--- src/rtl/control_unit_if.sv ---
// Control bundle between the control unit and the single-bus datapath.
// master = control unit side, slave = datapath side.
interface control_unit_if;
    logic [31:0] IR_Data;
    logic        con_output;
    logic        PC_enable, PC_increment_enable, IR_enable, con_enable, Y_enable, Z_enable;
    logic        MAR_enable, MDR_enable, HI_enable, LO_enable;
    logic        read, write;
    logic        Gra, Grb, Grc, r_enable, r_select, BAout;
    logic        PC_select, HI_select, LO_select, Z_HI_select, Z_LO_select, MDR_select;
    logic        InPort_select, c_select;
    logic [4:0]  alu_instruction;
    logic        run;
    logic [3:0]  t_state;

    modport master (
        input  IR_Data, con_output,
        output PC_enable, PC_increment_enable, IR_enable, con_enable, Y_enable, Z_enable,
               MAR_enable, MDR_enable, HI_enable, LO_enable, read, write,
               Gra, Grb, Grc, r_enable, r_select, BAout,
               PC_select, HI_select, LO_select, Z_HI_select, Z_LO_select, MDR_select,
               InPort_select, c_select, alu_instruction, run, t_state
    );

    modport slave (
        output IR_Data, con_output,
        input  PC_enable, PC_increment_enable, IR_enable, con_enable, Y_enable, Z_enable,
               MAR_enable, MDR_enable, HI_enable, LO_enable, read, write,
               Gra, Grb, Grc, r_enable, r_select, BAout,
               PC_select, HI_select, LO_select, Z_HI_select, Z_LO_select, MDR_select,
               InPort_select, c_select, alu_instruction, run, t_state
    );
endinterface

--- src/rtl/control_unit.sv ---
// Moore fetch/decode/execute sequencer for the single-bus CPU.
// CTRL_SINGLE_STEP_EN adds a step input and a PAUSE state after every instruction.
module control_unit #(
    parameter int         MEM_WAIT = 1,
    parameter logic [4:0] ALU_ADD  = 5'b00011
) (
    input  logic           clk,
    input  logic           clr,
`ifdef CTRL_SINGLE_STEP_EN
    input  logic           step,
`endif
    control_unit_if.master bus
);

    typedef enum logic [3:0] {
        S_RST, S_T0, S_T1, S_T2, S_T3, S_T4, S_T5, S_T6, S_T7, S_HALT, S_PAUSE
    } state_t;

`ifdef CTRL_SINGLE_STEP_EN
    localparam state_t S_DONE = S_PAUSE;
`else
    localparam state_t S_DONE = S_T0;
`endif

    localparam logic [4:0] OP_LD = 5'b00000, OP_LDI = 5'b00001, OP_ST = 5'b00010;
    localparam logic [4:0] OP_MUL = 5'b01111, OP_DIV = 5'b10000, OP_BR = 5'b10010;
    localparam logic [4:0] OP_JR = 5'b10011, OP_IN = 5'b10101, OP_MFHI = 5'b10111;
    localparam logic [4:0] OP_MFLO = 5'b11000, OP_HALT = 5'b11010;
    localparam int CW = (MEM_WAIT > 1) ? $clog2(MEM_WAIT) : 1;

    typedef struct packed {
        logic pc_en, pc_inc, ir_en, con_en, y_en, z_en, mar_en, mdr_en, hi_en, lo_en;
        logic rd, wr, gra, grb, grc, r_en, r_sel, ba_out;
        logic pc_sel, hi_sel, lo_sel, zhi_sel, zlo_sel, mdr_sel, in_sel, c_sel;
        logic [4:0] alu;
    } ctl_t;

    state_t        state, state_nxt;
    ctl_t          c;
    logic [CW-1:0] wait_cnt;
    logic          mem_done;
    logic [4:0]    op;
    logic          is_rr, is_imm, is_alu, is_ld, is_ldi, is_st, is_mem, is_md, is_br;

    assign op       = bus.IR_Data[31:27];
    assign is_rr    = (op >= 5'b00011) && (op <= 5'b01011);
    assign is_imm   = (op >= 5'b01100) && (op <= 5'b01110);
    assign is_alu   = is_rr | is_imm;
    assign is_ld    = (op == OP_LD);
    assign is_ldi   = (op == OP_LDI);
    assign is_st    = (op == OP_ST);
    assign is_mem   = is_ld | is_ldi | is_st;
    assign is_md    = (op == OP_MUL) || (op == OP_DIV);
    assign is_br    = (op == OP_BR);
    assign mem_done = (wait_cnt == '0);

    // The wait counter reloads on every state change, so each memory step starts a fresh count.
    always_ff @(posedge clk or negedge clr) begin
        if (!clr) begin
            state    <= S_RST;
            wait_cnt <= '0;
        end else begin
            state <= state_nxt;
            if (state != state_nxt) wait_cnt <= CW'(MEM_WAIT - 1);
            else if (!mem_done)     wait_cnt <= wait_cnt - 1'b1;
        end
    end

    always_comb begin
        c         = '0;
        state_nxt = state;
        case (state)
            S_RST: state_nxt = S_T0;
            S_T0: begin
                c.pc_sel = 1'b1; c.mar_en = 1'b1; c.pc_inc = 1'b1;
                state_nxt = S_T1;
            end
            S_T1: begin
                c.rd = 1'b1; c.mdr_en = 1'b1;
                if (mem_done) state_nxt = S_T2;
            end
            S_T2: begin
                c.mdr_sel = 1'b1; c.ir_en = 1'b1;
                state_nxt = S_T3;
            end
            S_T3: begin
                state_nxt = S_T4;
                if (is_alu) begin
                    c.grb = 1'b1; c.r_sel = 1'b1; c.y_en = 1'b1;
                end else if (is_mem) begin
                    c.grb = 1'b1; c.r_sel = 1'b1; c.ba_out = 1'b1; c.y_en = 1'b1;
                end else if (is_md) begin
                    c.gra = 1'b1; c.r_sel = 1'b1; c.y_en = 1'b1;
                end else if (is_br) begin
                    c.gra = 1'b1; c.r_sel = 1'b1; c.con_en = 1'b1;
                end else begin
                    state_nxt = S_DONE;
                    case (op)
                        OP_JR:   begin c.gra = 1'b1; c.r_sel = 1'b1; c.pc_en = 1'b1; end
                        OP_MFHI: begin c.hi_sel = 1'b1; c.gra = 1'b1; c.r_en = 1'b1; end
                        OP_MFLO: begin c.lo_sel = 1'b1; c.gra = 1'b1; c.r_en = 1'b1; end
                        OP_IN:   begin c.in_sel = 1'b1; c.gra = 1'b1; c.r_en = 1'b1; end
                        OP_HALT: state_nxt = S_HALT;
                        default: ;
                    endcase
                end
            end
            S_T4: begin
                state_nxt = S_T5;
                if (is_br) begin
                    c.pc_sel = 1'b1; c.y_en = 1'b1;
                end else begin
                    c.z_en = 1'b1; c.alu = op;
                    if (is_rr)      begin c.grc = 1'b1; c.r_sel = 1'b1; end
                    else if (is_md) begin c.grb = 1'b1; c.r_sel = 1'b1; end
                    else begin
                        c.c_sel = 1'b1;
                        if (is_mem) c.alu = ALU_ADD;
                    end
                end
            end
            S_T5: begin
                state_nxt = S_T6;
                if (is_br) begin
                    c.c_sel = 1'b1; c.z_en = 1'b1; c.alu = ALU_ADD;
                end else begin
                    c.zlo_sel = 1'b1;
                    if (is_md)              c.lo_en = 1'b1;
                    else if (is_ld | is_st) c.mar_en = 1'b1;
                    else begin
                        c.gra = 1'b1; c.r_en = 1'b1;
                        state_nxt = S_DONE;
                    end
                end
            end
            S_T6: begin
                state_nxt = S_DONE;
                if (is_ld) begin
                    c.rd = 1'b1; c.mdr_en = 1'b1;
                    state_nxt = mem_done ? S_T7 : S_T6;
                end else if (is_st) begin
                    c.gra = 1'b1; c.r_sel = 1'b1; c.mdr_en = 1'b1;
                    state_nxt = S_T7;
                end else if (is_md) begin
                    c.zhi_sel = 1'b1; c.hi_en = 1'b1;
                end else if (is_br && bus.con_output) begin
                    c.zlo_sel = 1'b1; c.pc_en = 1'b1;
                end
            end
            S_T7: begin
                state_nxt = S_DONE;
                if (is_st) begin
                    c.wr = 1'b1;
                    if (!mem_done) state_nxt = S_T7;
                end else begin
                    c.mdr_sel = 1'b1; c.gra = 1'b1; c.r_en = 1'b1;
                end
            end
            S_HALT: ;
            S_PAUSE: begin
`ifdef CTRL_SINGLE_STEP_EN
                if (step) state_nxt = S_T0;
`else
                state_nxt = S_T0;
`endif
            end
            default: state_nxt = S_RST;
        endcase
    end

    // T0..T7 are encoded consecutively, so the step number is an offset from S_T0.
    assign bus.run     = (state >= S_T0) && (state <= S_T7);
    assign bus.t_state = bus.run ? (4'(state) - 4'(S_T0)) : 4'd0;

    assign bus.PC_enable           = c.pc_en;
    assign bus.PC_increment_enable = c.pc_inc;
    assign bus.IR_enable           = c.ir_en;
    assign bus.con_enable          = c.con_en;
    assign bus.Y_enable            = c.y_en;
    assign bus.Z_enable            = c.z_en;
    assign bus.MAR_enable          = c.mar_en;
    assign bus.MDR_enable          = c.mdr_en;
    assign bus.HI_enable           = c.hi_en;
    assign bus.LO_enable           = c.lo_en;
    assign bus.read                = c.rd;
    assign bus.write               = c.wr;
    assign bus.Gra                 = c.gra;
    assign bus.Grb                 = c.grb;
    assign bus.Grc                 = c.grc;
    assign bus.r_enable            = c.r_en;
    assign bus.r_select            = c.r_sel;
    assign bus.BAout               = c.ba_out;
    assign bus.PC_select           = c.pc_sel;
    assign bus.HI_select           = c.hi_sel;
    assign bus.LO_select           = c.lo_sel;
    assign bus.Z_HI_select         = c.zhi_sel;
    assign bus.Z_LO_select         = c.zlo_sel;
    assign bus.MDR_select          = c.mdr_sel;
    assign bus.InPort_select       = c.in_sel;
    assign bus.c_select            = c.c_sel;
    assign bus.alu_instruction     = c.alu;

endmodule

--- src/flat_wrapper.sv ---
// flat-port wrapper written by rule: the top's interface ports become plain ports
module control_unit_flat 
#(
    parameter int         MEM_WAIT = 1,
    parameter logic [4:0] ALU_ADD  = 5'b00011
)
  (clk, clr, bus_IR_Data, bus_con_output, bus_PC_enable, bus_PC_increment_enable, bus_IR_enable, bus_con_enable, bus_Y_enable, bus_Z_enable, bus_MAR_enable, bus_MDR_enable, bus_HI_enable, bus_LO_enable, bus_read, bus_write, bus_Gra, bus_Grb, bus_Grc, bus_r_enable, bus_r_select, bus_BAout, bus_PC_select, bus_HI_select, bus_LO_select, bus_Z_HI_select, bus_Z_LO_select, bus_MDR_select, bus_InPort_select, bus_c_select, bus_alu_instruction, bus_run, bus_t_state);
  control_unit_if bus_i ();
  input  logic clk;
  input  logic clr;
  input wire logic [$bits(bus_i.IR_Data)-1:0] bus_IR_Data;
  input wire logic [$bits(bus_i.con_output)-1:0] bus_con_output;
  output wire logic [$bits(bus_i.PC_enable)-1:0] bus_PC_enable;
  output wire logic [$bits(bus_i.PC_increment_enable)-1:0] bus_PC_increment_enable;
  output wire logic [$bits(bus_i.IR_enable)-1:0] bus_IR_enable;
  output wire logic [$bits(bus_i.con_enable)-1:0] bus_con_enable;
  output wire logic [$bits(bus_i.Y_enable)-1:0] bus_Y_enable;
  output wire logic [$bits(bus_i.Z_enable)-1:0] bus_Z_enable;
  output wire logic [$bits(bus_i.MAR_enable)-1:0] bus_MAR_enable;
  output wire logic [$bits(bus_i.MDR_enable)-1:0] bus_MDR_enable;
  output wire logic [$bits(bus_i.HI_enable)-1:0] bus_HI_enable;
  output wire logic [$bits(bus_i.LO_enable)-1:0] bus_LO_enable;
  output wire logic [$bits(bus_i.read)-1:0] bus_read;
  output wire logic [$bits(bus_i.write)-1:0] bus_write;
  output wire logic [$bits(bus_i.Gra)-1:0] bus_Gra;
  output wire logic [$bits(bus_i.Grb)-1:0] bus_Grb;
  output wire logic [$bits(bus_i.Grc)-1:0] bus_Grc;
  output wire logic [$bits(bus_i.r_enable)-1:0] bus_r_enable;
  output wire logic [$bits(bus_i.r_select)-1:0] bus_r_select;
  output wire logic [$bits(bus_i.BAout)-1:0] bus_BAout;
  output wire logic [$bits(bus_i.PC_select)-1:0] bus_PC_select;
  output wire logic [$bits(bus_i.HI_select)-1:0] bus_HI_select;
  output wire logic [$bits(bus_i.LO_select)-1:0] bus_LO_select;
  output wire logic [$bits(bus_i.Z_HI_select)-1:0] bus_Z_HI_select;
  output wire logic [$bits(bus_i.Z_LO_select)-1:0] bus_Z_LO_select;
  output wire logic [$bits(bus_i.MDR_select)-1:0] bus_MDR_select;
  output wire logic [$bits(bus_i.InPort_select)-1:0] bus_InPort_select;
  output wire logic [$bits(bus_i.c_select)-1:0] bus_c_select;
  output wire logic [$bits(bus_i.alu_instruction)-1:0] bus_alu_instruction;
  output wire logic [$bits(bus_i.run)-1:0] bus_run;
  output wire logic [$bits(bus_i.t_state)-1:0] bus_t_state;
  assign bus_i.IR_Data = bus_IR_Data;
  assign bus_i.con_output = bus_con_output;
  assign bus_PC_enable = bus_i.PC_enable;
  assign bus_PC_increment_enable = bus_i.PC_increment_enable;
  assign bus_IR_enable = bus_i.IR_enable;
  assign bus_con_enable = bus_i.con_enable;
  assign bus_Y_enable = bus_i.Y_enable;
  assign bus_Z_enable = bus_i.Z_enable;
  assign bus_MAR_enable = bus_i.MAR_enable;
  assign bus_MDR_enable = bus_i.MDR_enable;
  assign bus_HI_enable = bus_i.HI_enable;
  assign bus_LO_enable = bus_i.LO_enable;
  assign bus_read = bus_i.read;
  assign bus_write = bus_i.write;
  assign bus_Gra = bus_i.Gra;
  assign bus_Grb = bus_i.Grb;
  assign bus_Grc = bus_i.Grc;
  assign bus_r_enable = bus_i.r_enable;
  assign bus_r_select = bus_i.r_select;
  assign bus_BAout = bus_i.BAout;
  assign bus_PC_select = bus_i.PC_select;
  assign bus_HI_select = bus_i.HI_select;
  assign bus_LO_select = bus_i.LO_select;
  assign bus_Z_HI_select = bus_i.Z_HI_select;
  assign bus_Z_LO_select = bus_i.Z_LO_select;
  assign bus_MDR_select = bus_i.MDR_select;
  assign bus_InPort_select = bus_i.InPort_select;
  assign bus_c_select = bus_i.c_select;
  assign bus_alu_instruction = bus_i.alu_instruction;
  assign bus_run = bus_i.run;
  assign bus_t_state = bus_i.t_state;
  control_unit #(.MEM_WAIT(MEM_WAIT), .ALU_ADD(ALU_ADD)) u_core (.clk(clk), .clr(clr), .bus(bus_i));
endmodule
--- config.mk ---
export PLATFORM = sky130hd
export DESIGN_NAME = control_unit_flat
export DESIGN_NICKNAME = d
export VERILOG_FILES = /design/src/rtl/control_unit_if.sv /design/src/rtl/control_unit.sv /design/src/flat_wrapper.sv
export SDC_FILE = /design/constraint.sdc
export NUM_CORES = 1
export LEC_CHECK = 0
export CORE_MARGIN = 2
export CORE_UTILIZATION = 30
export CTS_CLUSTER_SIZE = 16
export DETAILED_ROUTE_END_ITERATION = 8
export PLACE_DENSITY = 0.78
export SYNTH_ARGS = -nofsm -noshare
export SYNTH_HDL_FRONTEND = slang
export SYNTH_SLANG_ARGS = --single-unit
--- constraint.sdc ---
create_clock -name clk -period 2.45 [get_ports clk]
set_clock_uncertainty 0.2 [all_clocks]
set_input_delay 0.735 -clock clk [delete_from_list [all_inputs] [get_ports clk]]
set_output_delay 0.735 -clock clk [all_outputs]
set_load 0.02 [all_outputs]
==> results.ini <==
[layout]
drive_above_1_share = 0.8281
largest_register_ffs = 4
largest_registers = u_core.state (4)
nNetsFinal = 298
regMostFlops = u_core.state
synthToLayoutAreaGrowth_pct = 206.2

[placement]
dp_hpwl_um = 3039
pre_cts_slack_ns = -1.336
io_buffers = 43
gp_congestion = 0.8449

[grt]
grt_busiest_layer = met2
grt_util_met2 = 0.6533
grt_pass1_wl_um = 9142
grt_max_degree = 10
grt_util_met1 = 0.3827
grt_pass1_vias = 1730
grt.total_usage = 0.3611
antenna_found_initial = 1
met3_usage = 0.06813
grt_overflow = 0

[clock_network]
insertion_delay_ns = 0.27
clk_pin_slew_ns = 0.05
cts_tree = built
cts_sinks = 4
cts_max_path_buffers = 2
holdBufCountCts = 0
htree_levels = 1
cts_root_buf = clkbuf_4
cts_buffers = 3

[power_and_ir_drop]
clkPwrFrac = 0.043
peakVddDrop_mv = 0.4655
pwr-share-comb = 0.902
switching_share = 0.5104
p_per_area_nw_per_um2 = 902.8
seq_power_share = 0.056
power.internal_mw = 1.210
netSwitchingPower_mw = 1.262
total_power_mw = 2.473
p_leak_nw = 1.201

[synth]
synth.avg_cell_area_um2 = 6.777
syn-num-nets = 172
async_reset_ff_frac = 1.000
yosys.cell_types.count = 41
synth-xor-area-share = 0.01958
syn-instance-count = 132
ys_seq_area_frac = 0.1119
synth_top_family_by_area = simple AND/OR/NAND/NOR gates
yosys.area_share.simple = 0.4434
yosysTopAreaCellShare = 0.1119
synth_edf_count = 0
synth_largest_area_cell = dfrtp_1
synth_area_um2 = 894.6
synth_flop_cell = dfrtp_1
synth-seq-cells = 4
ys_warn_count = 0
synthAdderAreaFrac = 0.06993
yosys-mux-area-fraction = 0
synth_compound_area_frac = 0.2559
synth_area_leaders = dfrtp_1 11%, nand2_1 7.6%, ha_1 7.0%

[floorplan]
coreArea_um2 = 2805
io_pins = 71
die_h_um = 58.61
die_area_um2 = 3435
die_w_um = 58.61
core.rowCount = 19
initial_core_util = 0.3189

[timing]
max_slew.worst_pin.slew_ns = 0.5019
maxSlewViolCount = 0
layout_setup_ws_ns = -0.5363
fin_setup_tns_ns = -11.98
hold_viol = 0
period_share = 1.219
setup_viol = 36
max_freq_mhz = 334.9
holdWs_ns = 0.4252
timing.slew.headroom = 0.6619
rsz0062_at_grt = yes
fin_crit_ns = 2.986

[drt]
drtIter0Drc = 159
vias = 1890
wl_per_cell_um = 28.84
wl_um = 8307
dr.pass1.iters = 7
ant_nets = 0
drc_errors = 10
routed_via_density = 6.563

[status]
violations = DRC, setup timing
outcome = complete, but fails checks

[hold_path]
hold_class = reg2reg
worstHoldStart = u_core.state[2]

[setup_path]
startpoint = u_core.state[1]
worstSetupPathType = reg2out
start_kind = flop
worstSetupEndpointType = output port
r2r-start = u_core.state[1]
worstPathMaxFanout = 4
critical_path_arrival_ns = 2.05
required_ns = 1.51

[flow_run]
cap_violations = 0

[critical path: stages, from the launching register on]
cell and delay, ns:
dfrtp_1 0.44, inv_2 0.09, ha_4 0.19, nand3b_1 0.21
buf_4 0.17, o21ba_4 0.14, or3_4 0.40, buf_6 0.15
[power by group through the flow]
stage | clock network (mW) | registers [mW] | logic [mW]
2_1_floorplan | 0 | 0.115 | 0.706
3_3_place_gp | 0 | 0.116 | 1.36
3_5_place_dp | 0 | 0.118 | 1.39
4_1_cts | 0.0924 | 0.122 | 1.66
5_1_grt | 0.0994 | 0.136 | 2.28
6_report | 0.106 | 0.138 | 2.23
[final cells by class]
| class | count | area, um^2 |
|---|---|---|
| antenna | 1 | 2.502 |
| clock buffer | 3 | 22.52 |
| fill | 36 | 66.31 |
| inverter | 5 | 23.77 |
| multi-input combinational | 111 | 1239 |
| sequential | 4 | 101.3 |
| tap | 31 | 38.79 |
| timing repair buffer | 133 | 1311 |
[kinds of logic (layout without fill, tap and decap cells)]
kind of cell	after synthesis	in the layout
adder cells (fa/ha/maj)	5	5
buffers and inverters	17	141
XOR/XNOR	2	2
other	0	1
AND/OR/NAND/NOR	73	73
AO/OA/AOI/OAI	31	31
flip-flops	4	4
[cells in the final DEF, fill, tap and decap left out, types with 4 or more instances in the layout]
cell type   n
buf_4      56
buf_6      65
buf_8       5
clkbuf_4    4
nand2_1     6
nand2_2     6
nand2_4     5
nand3_4     4
nor2_4      8
o21ai_2     5
[per-stage QoR]
step / std cells / instance area (um^2) / util
after floorplan: 132 / 1089 / -
after global placement: 251 / 1907 / 0.6798
after detailed placement: 251 / 1907 / 0.6798
after CTS: 273 / 2362 / 0.8421
after global routing: 287 / 2736 / 0.9755
final: 288 / 2739 / 0.9764
[path summary, 6_finish.rpt]
path,to,slack (ns),cells after the start
max,bus_Gra,-0.54,7
min,u_core.state[0],0.43,2
max reg2reg,u_core.state[0],0.17,10
min reg2reg,u_core.state[0],0.43,2
max in group asynchronous,u_core.state[0],1.40,1
min in group asynchronous,u_core.state[3],0.46,1
[per-layer routing]
layer / vias up / routed length (um)
met5: - / 0
met4: 0 / 974
met3: 100 / 895
met2: 193 / 3698
met1: 868 / 2738
li1: 729 / -
[synthesized netlist by cell type (2+ instances only)]
| library cell | instances |
|---|---|
| o21ai_0 | 9 |
| nor2b_1 | 4 |
| buf_2 | 5 |
| a311o_1 | 3 |
| o21a_1 | 2 |
| ha_1 | 5 |
| xnor2_1 | 2 |
| and3_1 | 3 |
| nor4_1 | 3 |
| inv_1 | 5 |
| a21oi_1 | 5 |
| nor3_1 | 6 |
| nand3b_1 | 3 |
| o22ai_1 | 3 |
| nor3b_1 | 3 |
| nand2_1 | 18 |
| nor2_1 | 13 |
| buf_4 | 3 |
| dfrtp_1 | 4 |
| nand3_1 | 7 |
| or3_1 | 2 |
| a31oi_1 | 2 |
| clkbuf_1 | 3 |
| nand2b_1 | 2 |
[timing repair]
action,in CTS,in global routing
setup endpoints to repair,36,36
buffers inserted,19,20
pin swaps,28,30
gates cloned,1,0
resized for setup,297,78
Note: power is estimated with default switching activity, not from simulation.
